`src/rtl/alu_result_display.sv`:
```
// ALU result display stage: binary result to two BCD digits (shift-add-3),
// multiplexed onto a shared seven-segment bus with a one-deep pending buffer.
module alu_result_display #(
   parameter int RES_W     = 6,
   parameter int REFRESH_W = 10
) (
   input  logic             clk,
   input  logic             rst_n,
   input  logic             ena,
   input  logic             res_valid,
   input  logic [RES_W-1:0] res_in,
   output logic             busy,
   output logic             done,
   output logic [7:0]       bcd_out,
   output logic [6:0]       seg,
   output logic [1:0]       dig_sel
);

   typedef enum logic [1:0] {IDLE, SHIFT, UPDATE} state_t;

   localparam logic [2:0] LAST = 3'(RES_W - 1);

   state_t               state, state_d;
   logic [RES_W-1:0]     bin, pend, load_val;
   logic                 pend_v, load;
   logic [7:0]           scratch, adj;
   logic [2:0]           cnt;
   logic [REFRESH_W-1:0] refresh;
   logic [3:0]           digit;

   always_comb begin
      state_d  = state;
      load     = 1'b0;
      load_val = res_in;
      case (state)
         IDLE: begin
            if (res_valid) begin
               load    = 1'b1;
               state_d = SHIFT;
            end
         end
         SHIFT: begin
            if (cnt == LAST) state_d = UPDATE;
         end
         UPDATE: begin
            // a strobe landing now is newer than anything pending
            if (res_valid || pend_v) begin
               load     = 1'b1;
               load_val = res_valid ? res_in : pend;
               state_d  = SHIFT;
            end else begin
               state_d  = IDLE;
            end
         end
         default: state_d = IDLE;
      endcase
   end

   always_comb begin
      adj[3:0] = (scratch[3:0] >= 4'd5) ? scratch[3:0] + 4'd3 : scratch[3:0];
      adj[7:4] = (scratch[7:4] >= 4'd5) ? scratch[7:4] + 4'd3 : scratch[7:4];
   end

   always_ff @(posedge clk or negedge rst_n) begin
      if (!rst_n) state <= IDLE;
      else if (ena) state <= state_d;
   end

   always_ff @(posedge clk or negedge rst_n) begin
      if (!rst_n) begin
         bin     <= '0;
         scratch <= '0;
         cnt     <= '0;
         pend    <= '0;
         pend_v  <= 1'b0;
         done    <= 1'b0;
         bcd_out <= '0;
         refresh <= '0;
         dig_sel <= 2'b01;
      end else if (ena) begin
         done <= (state == UPDATE);
         if (state == UPDATE) bcd_out <= scratch;

         if (load) begin
            bin     <= load_val;
            scratch <= '0;
            cnt     <= '0;
         end else if (state == SHIFT) begin
            {scratch, bin} <= {adj, bin} << 1;
            cnt            <= cnt + 3'd1;
         end

         if (state == UPDATE) begin
            pend_v <= 1'b0;
         end else if (res_valid && state != IDLE) begin
            pend_v <= 1'b1;
            pend   <= res_in;
         end

         refresh <= refresh + 1'b1;
         if (&refresh) dig_sel <= ~dig_sel;
      end
   end

   assign busy  = (state != IDLE);
   assign digit = dig_sel[1] ? bcd_out[7:4] : bcd_out[3:0];

   always_comb begin
      case (digit)
         4'd0:    seg = 7'b0111111;
         4'd1:    seg = 7'b0000110;
         4'd2:    seg = 7'b1011011;
         4'd3:    seg = 7'b1001111;
         4'd4:    seg = 7'b1100110;
         4'd5:    seg = 7'b1101101;
         4'd6:    seg = 7'b1111101;
         4'd7:    seg = 7'b0000111;
         4'd8:    seg = 7'b1111111;
         4'd9:    seg = 7'b1101111;
         default: seg = 7'b0000000;
      endcase
      // leading-zero blanking on the tens digit
      if (dig_sel[1] && bcd_out[7:4] == 4'd0) seg = 7'b0000000;
   end

endmodule

```
`config.mk`:
```
export PLATFORM = sky130hd
export DESIGN_NAME = alu_result_display
export DESIGN_NICKNAME = d
export VERILOG_FILES = /design/src/rtl/alu_result_display.sv
export SDC_FILE = /design/constraint.sdc
export NUM_CORES = 1
export LEC_CHECK = 0
export CAP_MARGIN = 10
export CORE_AREA = 3 3 89 91
export DETAILED_ROUTE_END_ITERATION = 10
export DIE_AREA = 0 0 92 94
export PLACE_DENSITY = 0.6
export SKIP_CTS_REPAIR_TIMING = 1
export SKIP_LAST_GASP = 1
export SYNTH_ARGS = -nofsm -noshare
export SYNTH_HDL_FRONTEND = slang
export SYNTH_SLANG_ARGS = --single-unit
```
`constraint.sdc`:
```
create_clock -name clk -period 1.6 [get_ports clk]
set_clock_uncertainty 0.15 [all_clocks]
set_input_delay 0.16 -clock clk [delete_from_list [all_inputs] [get_ports clk]]
set_output_delay 0.16 -clock clk [all_outputs]
set_load 0.02 [all_outputs]
```
[Word level (Yosys, flattened, before mapping)]
Memories as Yosys holds them, arrays and structs flattened.
Index checks and enable logic that the tools add are counted.
Word-level totals
  memories kept: 1
  register bits: 47
  word-level logic and storage cells: 60
  bits in read-only memories: 112
Memories
  (no name shown): words 16, bits a word 7, rd ports 1, clocked after memory_dff 0, write ports 0, line 109  | case (digit)
Operators by class
  $add $sub $neg: 4
  $lt $le $gt $ge: 2
  bitwise operators: 2
  muxes and demuxes: 22
  reductions and logical operators: 14
  eq/ne operators: 5
Operators with widths (number)
  two-way mux 6 bit: 5
  two-way mux 8 bit: 2
  AND reduction 11 bit: 1
  adder 10 x 1 -> 10 bit, second input constant: 1
  two-way mux 3 bit: 3
  greater-or-equal comparator 4 x 3 -> 1 bit, second input constant: 2
  two-way mux 4 bit: 2
  two-way mux 7 bit: 1
  case mux 2 bit (3 select lines): 1
  AND reduction 2 bit: 3
  AND reduction 3 bit: 2
  nonzero test 2 bit: 3
  two-way mux 1 bit: 5
  adder 4 x 2 -> 4 bit, second input constant: 1
  logical NOT 4 bit: 1
  two-way mux 2 bit: 2
  inequality test 2 bit, second input constant: 2
  adder 3 x 1 -> 3 bit, second input constant: 1
  adder 3 x 2 -> 3 bit, second input constant: 1
  equality test 3 bit, second input constant: 1
  equality test 2 x 1 -> 1 bit, second input constant: 1
  equality test 2 bit, second input constant: 1
  logical AND 1 bit: 2
  logical NOT 2 bit: 1
  other kinds (4): 4

[Depth between registers and ports, before layout]
  depth after elaboration: 5
  depth in mapped cells: 7

[Least setup slack after synthesis]
Ideal clock, no wire load.
  path kind: reg2out
  start point: register dig_sel[1]
  end point: output seg[1]
  required time: 1290 ps
  path slack: -494 ps
  arrival time: 1784 ps
  buffers on the path: 1
  stages on the path, launching flop included: 7
  path through: dfrtp_1 > buf_6 > mux2i_1 > ha_1 > inv_1 > o21ai_0 > a21oi_1
Between the ends
  word-level cells in the longest chain between the ends: 3
  elaborated cells between the ends (all ways): 4
  classes of those cells: 2 x mux; 1 x reduce/logical; 1 x memory
Ends and longest elaborated chain
  start: declaration: line 16  | output logic [1:0] dig_sel
  start signal: assignment: line 101  | if (&refresh) dig_sel <= ~dig_sel;
  two-way mux 4 bit: line 106  | assign digit = dig_sel[1] ? bcd_out[7:4] : bcd_out[3:0];
  memory read (16 x 7 bit)
  two-way mux 7 bit *: line 123  | if (dig_sel[1] && bcd_out[7:4] == 4'd0) seg = 7'b0000000;
  end: declaration: line 15  | output logic [6:0] seg,
Every way passes the cells marked *; elsewhere a longest branch is shown, timed or not.

[Worst setup path after layout]
  start point: register dig_sel[1]
  end point: output seg[3]
Same word-level chain as after synthesis.

==> results.toml <==
[sta]
layout_setup_ws_ns = -0.515
final-setup-viol-count = 7
fin_crit_ns = 2.12
fin_setup_tns_ns = -3.28
fmax_ghz = 0.473
finalCritPeriodShare_pct = 132
rsz0062_at_grt = "true"
hold_viol_final = 0
slew_headroom_pct = 75.2
finalMaxSlewViolations = 0
worst-slew-pin-transition_ns = 0.369

[critical_path]
cp-start-kind = "register"
crit_slowest_cell = "dfrtp_2"
max_stage_delay_ns = 0.44
reg2reg_depth = 6
critPathCaptureType = "primary output"
path_class = "reg -> out"
cp_common_cell = "buf_6"
cp_max_fo = 6
crit_arrival_ns = 1.81
crit_chain = "buf_6 -> nand2b_1 -> or4_4 -> o211ai_1 -> o21ai_2 -> buf_6"
critPathRequiredTime_ns = 1.29

[layout]
final_area_um2 = 3620
fin_nets = 338
areaGrowthSynthToFinish_pct = 44.5
diodes = 0
final_cell_count_no_fill = 415
layout-drive-gt1-share_pct = 46.2

[detailed_routing]
post_drt_via_cell_ratio = 4.76
drt_iter0_drc = 37
drc = 0
vias = 1976
postRouteAntennaNets = 0
wire_per_inst_um = 13.0
firstDrtPassIters = 4
wirelength_mm = 5.39

[die]
fp.dieArea_um2 = 8650
die_x_um = 92
initial_utilization_pct = 34.7
boundaryPins = 29
rows = 31
core_area_um2 = 7210
dieHeight_um = 94

[synthesis]
yosys_register_bits = 47
synth_cell_types = 41
syn_area_per_cell_um2 = 10.7
seq_area_frac_synth_pct = 47.1
synth_edf_count = 0
synth_nets = 256
synth_flop_cell = "dfrtp_1"
ys.warnings.count = 0
netlist_instances = 234
synthesis.area_um2 = 2500
async_flop_share_pct = 100

[min_path]
min_path_type = "in -> async"

[placement]
place_inst = 402
numPortBuffers = 28
dp_hpwl_mm = 3.98
place_area_um2 = 3300
gp_congestion = 0.842
dp_slack_ns = -0.648

[global_routing]
grt.total_usage_pct = 12.4
grt_start_max_net_pins = 24
grt-ovfl-total = 0
grt_pass1_wl_mm = 8.72
grt_pass1_vias = 1897
grt_antenna_before_repair = 0

[power_and_ir_drop]
p_comb_share_pct = 54.2
power.switching_w = 0.00230
p_int_w = 0.00356
finalPower_w = 0.00586
ir_worst_vdd_v = 0.000624
p_per_area_nw_per_um2 = 1620
pwr-share-clk_pct = 12.0
leakage_nw = 1.77
sw_frac_of_total_pct = 39.2
p_seq_share_pct = 33.8

[clock_tree]
htree_levels = 2
clkTransAtPathRegs_ns = 0.09
root_buffer = "clkbuf_8"
insertion_delay_ns = 0.30
cts_tree = "yes"
clock_path_buffers = 2
cts.sink_count = 47
numCtsBuffers = 5

[flow_run]
cap_violations = 0

[run_status]
violations = "negative setup slack"
outcome = "finished, violations left"
## final timing paths
path                                   startpoint                      to  slack, ns
max                        dig_sel[1]$_DFFE_PN0P_                  seg[3]      -0.52
min reg2reg                refresh[5]$_DFFE_PN0P_  refresh[5]$_DFFE_PN0P_       0.33
min in group clk                        res_in[4]     pend[4]$_DFFE_PN0P_       0.33
max in group asynchronous                   rst_n  dig_sel[0]$_DFFE_PN1P_       0.75
min                                         rst_n     pend[3]$_DFFE_PN0P_       0.07
max reg2reg                  state[1]$_DFFE_PN0P_  scratch[4]$_DFFE_PN0P_       0.01
## state kept, by name, indices dropped and copies added, names as in the netlist
signal,cells
pend_v,1
state,2
bin,6
cnt,3
done,1
dig_sel,2
bcd_out,8
refresh,10
scratch,8
pend,6
## through the flow
step                      util (%)  hold WS [ns]
after global placement        45.8        -0.127
after floorplan                  -        -0.286
after CTS                     46.9        -0.463
final                         50.1        0.0720
after detailed placement      45.8        -0.126
after global routing          50.1        0.0870
## area by class of cell
cell class,instances,area (um^2)
Fill cell,691,3600
Multi-Input combinational cell,168,1440
Sequential cell,47,1180
Timing Repair Buffer,83,749
Tap cell,99,124
Clock buffer,5,68.8
Inverter,11,41.3
Clock inverter,2,13.8
## power groups by stage
stage	clock network [W]	registers (W)	logic (W)
final	0.000701	0.00198	0.00318
after global routing	0.000765	0.00203	0.00348
after CTS	0.000718	0.00193	0.00285
after detailed placement	0	0.00196	0.00284
after global placement	0	0.00194	0.00278
after floorplan	0	0.00197	0.00163
## Yosys cell counts, types with 2 or more instances
cell | number | area share [%]
dfrtp_1 | 46 | 46
nand2_1 | 28 | 4.2
o21ai_0 | 21 | 4.2
ha_1 | 12 | 6.0
mux2_2 | 12 | 5.4
a21oi_1 | 11 | 2.2
inv_1 | 11 | 1.7
xnor2_1 | 10 | 3.5
nor2_1 | 9 | 1.3
nand3_1 | 8 | 1.6
mux2i_1 | 7 | 2.8
nand2b_1 | 7 | 1.7
buf_6 | 5 | 2.2
xor2_1 | 5 | 1.7
o31ai_1 | 4 | 1.2
or3_1 | 4 | 1.0
a22o_2 | 3 | 1.2
a22oi_1 | 2 | 0.60
buf_2 | 2 | 0.40
mux2i_4 | 2 | 1.8
nor2b_1 | 2 | 0.50
nor3_1 | 2 | 0.40
nor3_2 | 2 | 0.80
o22ai_1 | 2 | 0.50
## cells in the final DEF (no fill, tap or decap), types with 8 or more instances in the layout
master           instances
mux2_2                  12
nand3_1                  8
dfrtp_1                 41
inv_1                    8
ha_1                     8
clkdlybuf4s50_1          8
o21ai_0                 12
xnor2_1                  9
nand2_2                  9
nand2_1                 18
dlymetal6s2s_1          10
buf_4                   46
buf_6                   11
## kinds of logic (layout without fill, tap and decap cells)
kind of cell,after synthesis,count (layout),share of synthesized area (%)
AO/OA/AOI/OAI,46,46,11.7
XOR/XNOR,15,15,5.25
adder cells (fa/ha/maj),12,12,6.00
buffers and inverters,19,101,4.45
flip-flops,47,47,47.1
multiplexers,21,21,10.0
AND/OR/NAND/NOR,74,74,15.6
## routing by layer
layer / track usage [%] / vias up / wire length [um]
met5: 0 / - / 0
met4: 3.71 / 0 / 121
met1: 16.6 / 944 / 2480
met2: 20.3 / 36 / 2600
li1: - / 984 / -
met3: 2.64 / 12 / 183
## critical path: cells and delay by family (launching register included)
family | cells | cell delay, ns
AND/OR/NAND/NOR | 2 | 0.52
flip-flops | 1 | 0.44
buffers and inverters | 2 | 0.30
AO/OA/AOI/OAI | 2 | 0.26
Power figures use the tool's default switching activity.
